File: config.mk
export PLATFORM = sky130hd
export DESIGN_NAME = decoder_scan_nto2n
export DESIGN_NICKNAME = d
export VERILOG_FILES = /design/src/rtl/decoder_pkg.sv /design/src/rtl/scan_prescaler.sv /design/src/rtl/decoder_scan_nto2n.sv
export SDC_FILE = /design/constraint.sdc
export NUM_CORES = 1
export LEC_CHECK = 0
export ABC_AREA = 1
export BUFFER_PORTS_ARGS = -buffer_cell sky130_fd_sc_hd__buf_2
export CAP_MARGIN = 10
export CORE_MARGIN = 2
export CORE_UTILIZATION = 48
export DETAILED_ROUTE_END_ITERATION = 6
export PLACE_DENSITY = 0.72
export SYNTH_ARGS = -nofsm -noshare
export SYNTH_HDL_FRONTEND = slang
export SYNTH_HIERARCHICAL = 1
export SYNTH_SLANG_ARGS = --single-unit
File: constraint.sdc
create_clock -name clk -period 2.1 [get_ports clk]
set_input_delay 0.21 -clock clk [delete_from_list [all_inputs] [get_ports clk]]
set_output_delay 0.21 -clock clk [all_outputs]
set_load 0.01 [all_outputs]
File: src/rtl/decoder_pkg.sv
// Shared types and helpers for the scanning N-to-2^N decoder.
// onehot() supports select widths up to MAX_SEL_W.
package decoder_pkg;

  localparam logic MODE_DIRECT = 1'b0;
  localparam logic MODE_SCAN   = 1'b1;

  localparam int unsigned MAX_SEL_W = 8;
  localparam int unsigned MAX_OUT_W = 2**MAX_SEL_W;

  function automatic logic [MAX_OUT_W-1:0] onehot(input logic [MAX_SEL_W-1:0] sel);
    logic [MAX_OUT_W-1:0] v;
    v      = '0;
    v[sel] = 1'b1;
    return v;
  endfunction

  function automatic int unsigned clog2(input int unsigned v);
    int unsigned r;
    r = 0;
    for (int unsigned p = 1; p < v; p = p << 1) r++;
    return r;
  endfunction

endpackage

File: src/rtl/scan_prescaler.sv
// Divide-by-DIV step counter; tick_c marks the last count of each scan period.
module scan_prescaler
  import decoder_pkg::*;
#(
  parameter int unsigned DIV = 4
) (
  input  logic clk,
  input  logic rst_n,
  input  logic clear,
  input  logic hold,
  output logic tick_c
);

  localparam int unsigned PRE_W = (clog2(DIV) == 0) ? 1 : clog2(DIV);

  logic [PRE_W-1:0] cnt;

  assign tick_c = !clear && !hold && (cnt == PRE_W'(DIV - 1));

  always_ff @(posedge clk or negedge rst_n) begin
    if (!rst_n) begin
      cnt <= '0;
    end else if (clear) begin
      cnt <= '0;
    end else if (!hold) begin
      cnt <= tick_c ? '0 : cnt + PRE_W'(1);
    end
  end

endmodule

File: src/rtl/decoder_scan_nto2n.sv
// Registered N-to-2^N decoder with enable and prescaled round-robin auto-scan.
// Optional lane skipping is compiled in with `define DECODER_SKIP_EN.
module decoder_scan_nto2n
  import decoder_pkg::*;
#(
  parameter int unsigned SEL_W      = 3,
  parameter int unsigned DIV        = 4,
  parameter bit          ACTIVE_LOW = 1'b0,
  localparam int unsigned OUT_W     = 2**SEL_W
) (
  input  logic             clk,
  input  logic             rst_n,
  input  logic             en,
  input  logic             mode,
  input  logic [SEL_W-1:0] a,
`ifdef DECODER_SKIP_EN
  input  logic [OUT_W-1:0] skip_mask,
`endif
  output logic [OUT_W-1:0] y,
  output logic [SEL_W-1:0] idx,
  output logic             wrap
);

  logic             prev_mode;
  logic             scan_step_c, load_c, hold_c, tick_c;
  logic [SEL_W-1:0] step_idx_c, nxt_idx_c;
  logic             step_wrap_c, nxt_wrap_c, lane_masked_c;
  logic [OUT_W-1:0] nxt_y_c;

  scan_prescaler #(.DIV(DIV)) u_prescaler (
    .clk    (clk),
    .rst_n  (rst_n),
    .clear  (load_c),
    .hold   (hold_c),
    .tick_c (tick_c)
  );

`ifdef DECODER_SKIP_EN
  // Priority search for the first unmasked lane after idx; a lower result means we wrapped.
  always_comb begin : skip_search
    logic             found;
    logic [SEL_W-1:0] cand;
    found       = 1'b0;
    cand        = '0;
    step_idx_c  = idx;
    step_wrap_c = 1'b0;
    for (int unsigned k = 1; k < OUT_W; k++) begin
      cand = idx + SEL_W'(k);
      if (!found && !skip_mask[cand]) begin
        found       = 1'b1;
        step_idx_c  = cand;
        step_wrap_c = (cand < idx);
      end
    end
  end

  assign lane_masked_c = skip_mask[nxt_idx_c];
`else
  assign step_idx_c    = idx + SEL_W'(1);
  assign step_wrap_c   = (idx == SEL_W'(OUT_W - 1));
  assign lane_masked_c = 1'b0;
`endif

  // Direct mode and scan entry both load a; only a steady scan advances.
  always_comb begin
    scan_step_c = en && (mode == MODE_SCAN) && (prev_mode == MODE_SCAN);
    load_c      = en && !scan_step_c;
    hold_c      = !scan_step_c;
    nxt_idx_c   = idx;
    nxt_wrap_c  = 1'b0;
    if (load_c) begin
      nxt_idx_c = a;
    end else if (scan_step_c && tick_c) begin
      nxt_idx_c  = step_idx_c;
      nxt_wrap_c = step_wrap_c;
    end
  end

  always_comb begin
    nxt_y_c = '0;
    if (en && !lane_masked_c) nxt_y_c = OUT_W'(onehot(MAX_SEL_W'(nxt_idx_c)));
    if (ACTIVE_LOW) nxt_y_c = ~nxt_y_c;
  end

  always_ff @(posedge clk or negedge rst_n) begin
    if (!rst_n) begin
      y         <= ACTIVE_LOW ? '1 : '0;
      idx       <= '0;
      wrap      <= 1'b0;
      prev_mode <= MODE_DIRECT;
    end else begin
      y         <= nxt_y_c;
      idx       <= nxt_idx_c;
      wrap      <= nxt_wrap_c;
      prev_mode <= mode;
    end
  end

endmodule

Word-level counts from Yosys, hierarchy flattened
Index checks and enable logic that the tools add are counted.
{"block": "totals", "latch_bits": 0, "elab_cells": 31, "rom_bits": 0, "output_inout_bits": 12, "inputBits": 7, "register_bits": 15, "mem_count": 0, "ram_bits": 0}
{"block": "classes", "n_eq_ne": 2, "reduce_logical": 10, "shifts": 0, "addsub": 2, "n_lt_le_gt_ge": 2, "div": 0, "mux": 10, "bitwise": 0, "mul": 0}
{"cell": "$lt 3x9->1 const B", "n": 1}
{"cell": "$mux 8", "n": 1}
{"cell": "$logic_and 1x1->1", "n": 7}
{"cell": "$mux 2", "n": 3}
{"cell": "$mux 3", "n": 2}
{"cell": "$add 3x1->3 const B", "n": 1}
{"cell": "$demux 1 s3", "n": 1}
{"cell": "$eq 3x3->1 const B", "n": 1}
{"cell": "$ge 3x1->1 const B", "n": 1}
{"cell": "$mux 1", "n": 3}
{"cell": "$add 2x1->2 const B", "n": 1}
{"cell": "$eq 2x2->1 const B", "n": 1}
{"cell": "$logic_not 1->1", "n": 2}
{"cell": "$reduce_bool 2->1", "n": 1}

Depth between registers and ports, before layout
{"block": "depth", "depth_word": 15, "ltp_mapped": 9, "depth_no_buf": 9}

By module
The synthesis kept the hierarchy.
{"mod": "decoder_scan_nto2n", "seq_area_each_um2": 325.3, "area_each_um2": 579.3, "cells_each": 65, "n_inst": 1}
{"mod": "scan_prescaler", "seq_area_each_um2": 50.0, "area_each_um2": 108.9, "cells_each": 13, "n_inst": 1}

Worst setup path before layout
Ideal clock, no wire load.
{"block": "synth_timing", "kind": "flip-flop to flip-flop", "start": "register prev_mode", "end": "register y[2]", "t_required_ns": 1.978, "path_buffers": 0, "path_stages_with_launch": 8, "t_arrival_ns": 1.437, "setup_ns": 0.122, "period_less_slack_ns": 1.559, "setup_slack_ns": 0.541, "cell_sequence": "dfrtp_1 > nand3_2 > nor3b_1 > nand4_1 > nand3_1 > nand3_1 > nand2_1 > nor2_1"}
{"block": "synth_between", "elab_chain_len": 14, "elab_cells_between_ends": 15, "classes_between": "order compare (2); mux (5); reduce/logical (8)"}
{"element": "start: declaration", "line_no": "decoder_scan_nto2n.sv:24", "text": "logic prev_mode;"}
{"element": "start signal: assignment", "line_no": "decoder_scan_nto2n.sv:95", "text": "prev_mode <= mode;"}
{"element": "$logic_and 1x1->1 (*)", "line_no": "decoder_scan_nto2n.sv:66", "text": "scan_step_c = en && (mode == MODE_SCAN) && (prev_mode == MODE_SCAN);"}
{"element": "$logic_not 1->1"}
{"element": "$logic_and 1x1->1", "line_no": "decoder_scan_nto2n.sv:67", "text": "load_c = en && !scan_step_c;"}
{"element": "$logic_not 1->1", "line_no": "scan_prescaler.sv:18", "text": "assign tick_c = !clear && !hold && (cnt == PRE_W'(DIV - 1));"}
{"element": "$logic_and 1x1->1 (*) (2 in series)", "line_no": "scan_prescaler.sv:18"}
{"element": "via tick_c", "line_no": "decoder_scan_nto2n.sv:25", "text": "logic scan_step_c, load_c, hold_c, tick_c;"}
{"element": "$logic_and 1x1->1 (*)", "line_no": "decoder_scan_nto2n.sv:73", "text": "end else if (scan_step_c && tick_c) begin"}
{"element": "$mux 3 (*)", "line_no": "decoder_scan_nto2n.sv:73"}
{"element": "$mux 3 (*)", "line_no": "decoder_scan_nto2n.sv:71", "text": "if (load_c) begin"}
{"element": "via nxt_idx_c[1]", "line_no": "decoder_scan_nto2n.sv:26", "text": "logic [SEL_W-1:0] step_idx_c, nxt_idx_c;"}
{"element": "$lt 3x9->1 (implied by the code) or $ge 3x1->1 (tied branches)", "line_no": "decoder_pkg.sv:14", "text": "v[sel] = 1'b1;"}
{"element": "$logic_and 1x1->1 (implied by the code)", "line_no": "decoder_pkg.sv:14"}
{"element": "$mux 1 (implied by the code)", "line_no": "decoder_pkg.sv:14"}
{"element": "$demux 1 s3 (*)", "line_no": "decoder_pkg.sv:14"}
{"element": "$mux 8 (*)", "line_no": "decoder_scan_nto2n.sv:81", "text": "if (en && !lane_masked_c) nxt_y_c = OUT_W'(onehot(MAX_SEL_W'(nxt_idx_c)));"}
{"element": "via nxt_y_c[2]", "line_no": "decoder_scan_nto2n.sv:28", "text": "logic [OUT_W-1:0] nxt_y_c;"}
{"element": "end signal: assignment", "line_no": "decoder_scan_nto2n.sv:87", "text": "y <= ACTIVE_LOW ? '1 : '0;"}
{"element": "end signal: assignment", "line_no": "decoder_scan_nto2n.sv:92", "text": "y <= nxt_y_c;"}
{"element": "end: declaration", "line_no": "decoder_scan_nto2n.sv:19", "text": "output logic [OUT_W-1:0] y,"}
The timed path passes the listed nets; every way through them passes the cells marked *.
A chain may end at the register's enable or synchronous reset.

Worst setup path in the final report
{"block": "layout_timing", "start": "register prev_mode", "end": "register y[4]"}
{"block": "layout_between", "elab_chain_len": 14, "elab_cells_between_ends": 15, "classes_between": "order compare (2); mux (5); reduce/logical (8)"}
{"element": "$logic_and 1x1->1 (*)", "line_no": "decoder_scan_nto2n.sv:66"}
{"element": "$logic_not 1->1"}
{"element": "$logic_and 1x1->1", "line_no": "decoder_scan_nto2n.sv:67"}
{"element": "$logic_not 1->1", "line_no": "scan_prescaler.sv:18"}
{"element": "$logic_and 1x1->1 (*) (2 in series)", "line_no": "scan_prescaler.sv:18"}
{"element": "via tick_c", "line_no": "decoder_scan_nto2n.sv:25"}
{"element": "$logic_and 1x1->1 (*)", "line_no": "decoder_scan_nto2n.sv:73"}
{"element": "$mux 3 (*)", "line_no": "decoder_scan_nto2n.sv:73"}
{"element": "$mux 3 (*)", "line_no": "decoder_scan_nto2n.sv:71"}
{"element": "$lt 3x9->1 (implied by the code) or $ge 3x1->1 (tied branches)", "line_no": "decoder_pkg.sv:14"}
{"element": "$logic_and 1x1->1 (implied by the code)", "line_no": "decoder_pkg.sv:14"}
{"element": "$mux 1 (implied by the code)", "line_no": "decoder_pkg.sv:14"}
{"element": "$demux 1 s3 (*)", "line_no": "decoder_pkg.sv:14"}
{"element": "$mux 8 (*)", "line_no": "decoder_scan_nto2n.sv:81"}
{"element": "via nxt_y_c[4]", "line_no": "decoder_scan_nto2n.sv:28"}
Marked as above.

==> qor.csv <==
stage;metric;value;unit
clock_network;cts_sinks;15;
floorplanning;dieArea;1753;sq um
place;place_congestion;0.8049;
critical_path;worst_setup_path_end_kind;register;
global_route;grt_max_degree;16;
floorplanning;io_pins;19;
synthesis;yosys-top-cells-count;nand2_1, dfrtp_1, nor2_1;
floorplanning;fp-row-count;13;
synthesis;postSynthAreaPerCell;8.823;sq um
sta;fmax;0.5531;GHz
clock_network;cts_root_buffer;clkbuf_4;
min_path;holdPathEnd;prev_mode;
place;dpl_cell_area;797.0;sq um
critical_path;cp.arrival;2.03;ns
clock_network;numCtsBuffers;3;
synthesis;yosysUniqueCellTypes;12;
min_path;holdCritPathClass;in2reg;
critical_path;crit_type;reg2reg;
clock_network;clock_path_buffers;2;
floorplanning;die_x;41.87;um
power;power_leakage;0.4778;nW
critical_path;cp_num_buf_inv;0;
synthesis;yosys_warnings;6;
global_route;gr-usage-all-layers;17.65;%
cells_and_area;syn_to_final_growth;21.27;%
synthesis;yosysMostFrequentCell;nand2_1;
sta;hold_viol;0;
sta;rsz0062_at_grt;false;
cells_and_area;fin_nets;112;
clock_network;cts.repair.resized;0;
route;ant_nets;0;
floorplanning;initial_utilization;52.23;%
global_route;antenna_found_initial;0;
clock_network;path_clk_slew;0.09;ns
sta;fin_crit;1.808;ns
global_route;grt_pass1_vias;559;
sta;max_slew_margin;72.34;%
route;dr.pass1.iters;4;
synthesis;ys.flop_type;dfrtp_1;
synthesis;yosys.area_share.simple;34.55;%
power;p_per_area;687.4;nW/um^2
clock_network;insertion_delay;0.28;ns
critical_path;cp_cell_sequence;nand3_2 > nor3b_1 > nand4_1 > nand3_2 > nand4_1 > nor2_1;
sta;tightest_slew;0.4140;ns
critical_path;crit_family;simple AND/OR/NAND/NOR gates;
floorplanning;core_area;1318;sq um
synthesis;ys_ff_latch;15;
route;drt-total-wl;1336;um
min_path;min_path_cells;1;
floorplanning;die_h;41.87;um
sta;period_share;86.09;%
clock_network;cts_max_level;1;
power;ir_worst_vdd;0.4310;mV
place;post-place-ws;0.2991;ns
sta;finalWorstSetupSlack;0.2921;ns
synthesis;synthAdderAreaFrac;5.455;%
route;drt_iter0_markers;20;
global_route;grt_overflow;0;
sta;fin_worst_skew;0.0008782;ns
clock_network;cts_tree;done;
cells_and_area;fin_cells;116;
critical_path;cp_slowest_cell;dfrtp_1;
route;drc;0;
route;viasPerCell;5.060;
critical_path;path_depth;6;
synthesis;syn_nets;88;
critical_path;r2r_start;prev_mode;
critical_path;rr_worst_depth;6;
global_route;grt_pass1_wl;2346;um
critical_path;required;2.32;ns
synthesis;netlist_top_cells_area;dfrtp_1, nand2_1, nor2_1;
synthesis;synth_seq_area_share;54.55;%
synthesis;muxShareOfSynthArea;0;%
cells_and_area;final_area;834.6;sq um
clock_network;post_cts_buffers;0;
place;post-dp-hpwl;959.2;um
critical_path;startpoint_type;register;
synthesis;netlist_area;688.2;sq um
cells_and_area;antennaDiodeCount;0;
critical_path;cpPeakStageDelay;0.42;ns
sta;setup_viol_count_final;0;
critical_path;r2r_slack;0.29;ns
min_path;worstHoldStart;mode;
sta;drv_slew;0;
place;io_buffers;18;
route;vias;587;
synthesis;postSynthCellCount;78;
sta;setup_tns;0;ns
synthesis;async_reset_ff_share;100.0;%
flow_run;drv_cap;0;
cells_and_area;drive_above_1_share;26.73;%
critical_path;r2r-end;y[4];
synthesis;synth_area_leader_cell;dfrtp_1;
synthesis;synth_edf_count;0;
outcome;status;complete, no violations;
critical_path;critPathMaxFanout;6;
synthesis;synth_top_family_by_area;simple AND/OR/NAND/NOR gates;
synthesis;synth-xor-area-share;0;%
place;dp.cells;111;
synthesis;synth_compound_area_share;1.636;%
synthesis;synth_top_area_share;54.55;%
route;wl_per_cell;11.52;um
where the power goes:
part	total (mW)	internal (mW)	switching [mW]	leakage [nW]
registers	0.316	0.304	0.0113	0.200
logic	0.0922	0.0346	0.0576	0.260
clock network	0.166	0.0708	0.0949	0.0177
total	0.574	0.410	0.164	0.478
worst register-to-register path, delay by kind of cell, from the launching register on:
family        cells  cell delay (ns)
flops             1             0.42
simple gates      6             1.33
layout by cell type (no fill, tap or decap):
| cell type | n |
|---|---|
| dfrtp_1 | 15 |
| ha_1 | 3 |
| clkinv_2 | 1 |
| or2_1 | 1 |
| nand4_1 | 2 |
| buf_2 | 18 |
| nand3_1 | 8 |
| nor2_2 | 1 |
| nand2_1 | 22 |
| clkbuf_4 | 3 |
| a21boi_2 | 1 |
| inv_1 | 7 |
| dlygate4sd3_1 | 1 |
| nor3b_1 | 1 |
| nor2_1 | 14 |
| nand3_2 | 3 |
metal layers:
metal / global-route usage, % / vias up / routed length [um] / part of all wire (%)
met5: 0 / - / 0 / 0
met4: 10.97 / 0 / 24 / 1.8
met3: 3.913 / 4 / 76 / 5.7
met2: 25.94 / 18 / 594 / 44
met1: 23.51 / 268 / 640 / 48
li1: - / 297 / - / -
worst max-delay path by stage:
stage / end / startpoint
detailed placement: y[4] / en
finish: y[4] / prev_mode
CTS: y[4] / prev_mode
floorplan: y[2] / prev_mode
global route: y[2] / prev_mode
global placement: y[4] / en
area by class of cell:
class / count / area, sq um
clock buffers: 3 / 22.52
fillers: 129 / 483.0
clock inverters: 1 / 5.005
well taps: 15 / 18.77
inverters: 7 / 26.28
multi-input cells: 56 / 286.5
repair buffers: 19 / 100.1
flip-flops and latches: 15 / 375.4
cells by family (layout without fill, tap and decap cells):
family / after synthesis / count (layout)
compound gates: 1 / 1
fa+ha+maj: 3 / 3
buf+inv: 7 / 30
flops: 15 / 15
simple gates: 52 / 52
stage by stage:
stage | hold slack, ns | util [%] | total power [mW]
6_report | 0.1046 | 63.34 | 0.5736
5_1_grt | 0.09609 | 63.34 | 0.6048
4_1_cts | 0.09800 | 63.34 | 0.5802
3_5_place_dp | 0.1358 | 60.49 | 0.4120
3_3_place_gp | 0.1308 | 60.49 | 0.4118
2_1_floorplan | -0.08559 | - | 0.3748
state kept, by name (all words and copies together), names as in the netlist:
register	count
idx	3
prev_mode	1
u_prescaler/cnt	2
wrap	1
y	8
what timing repair did:
item / 4_1_cts / 5_1_grt
endpoints found under the hold margin: 15 / 0
hold buffers: 1 / 0
setup endpoints to repair: 0 / 0
Power figures use the tool's default switching activity.
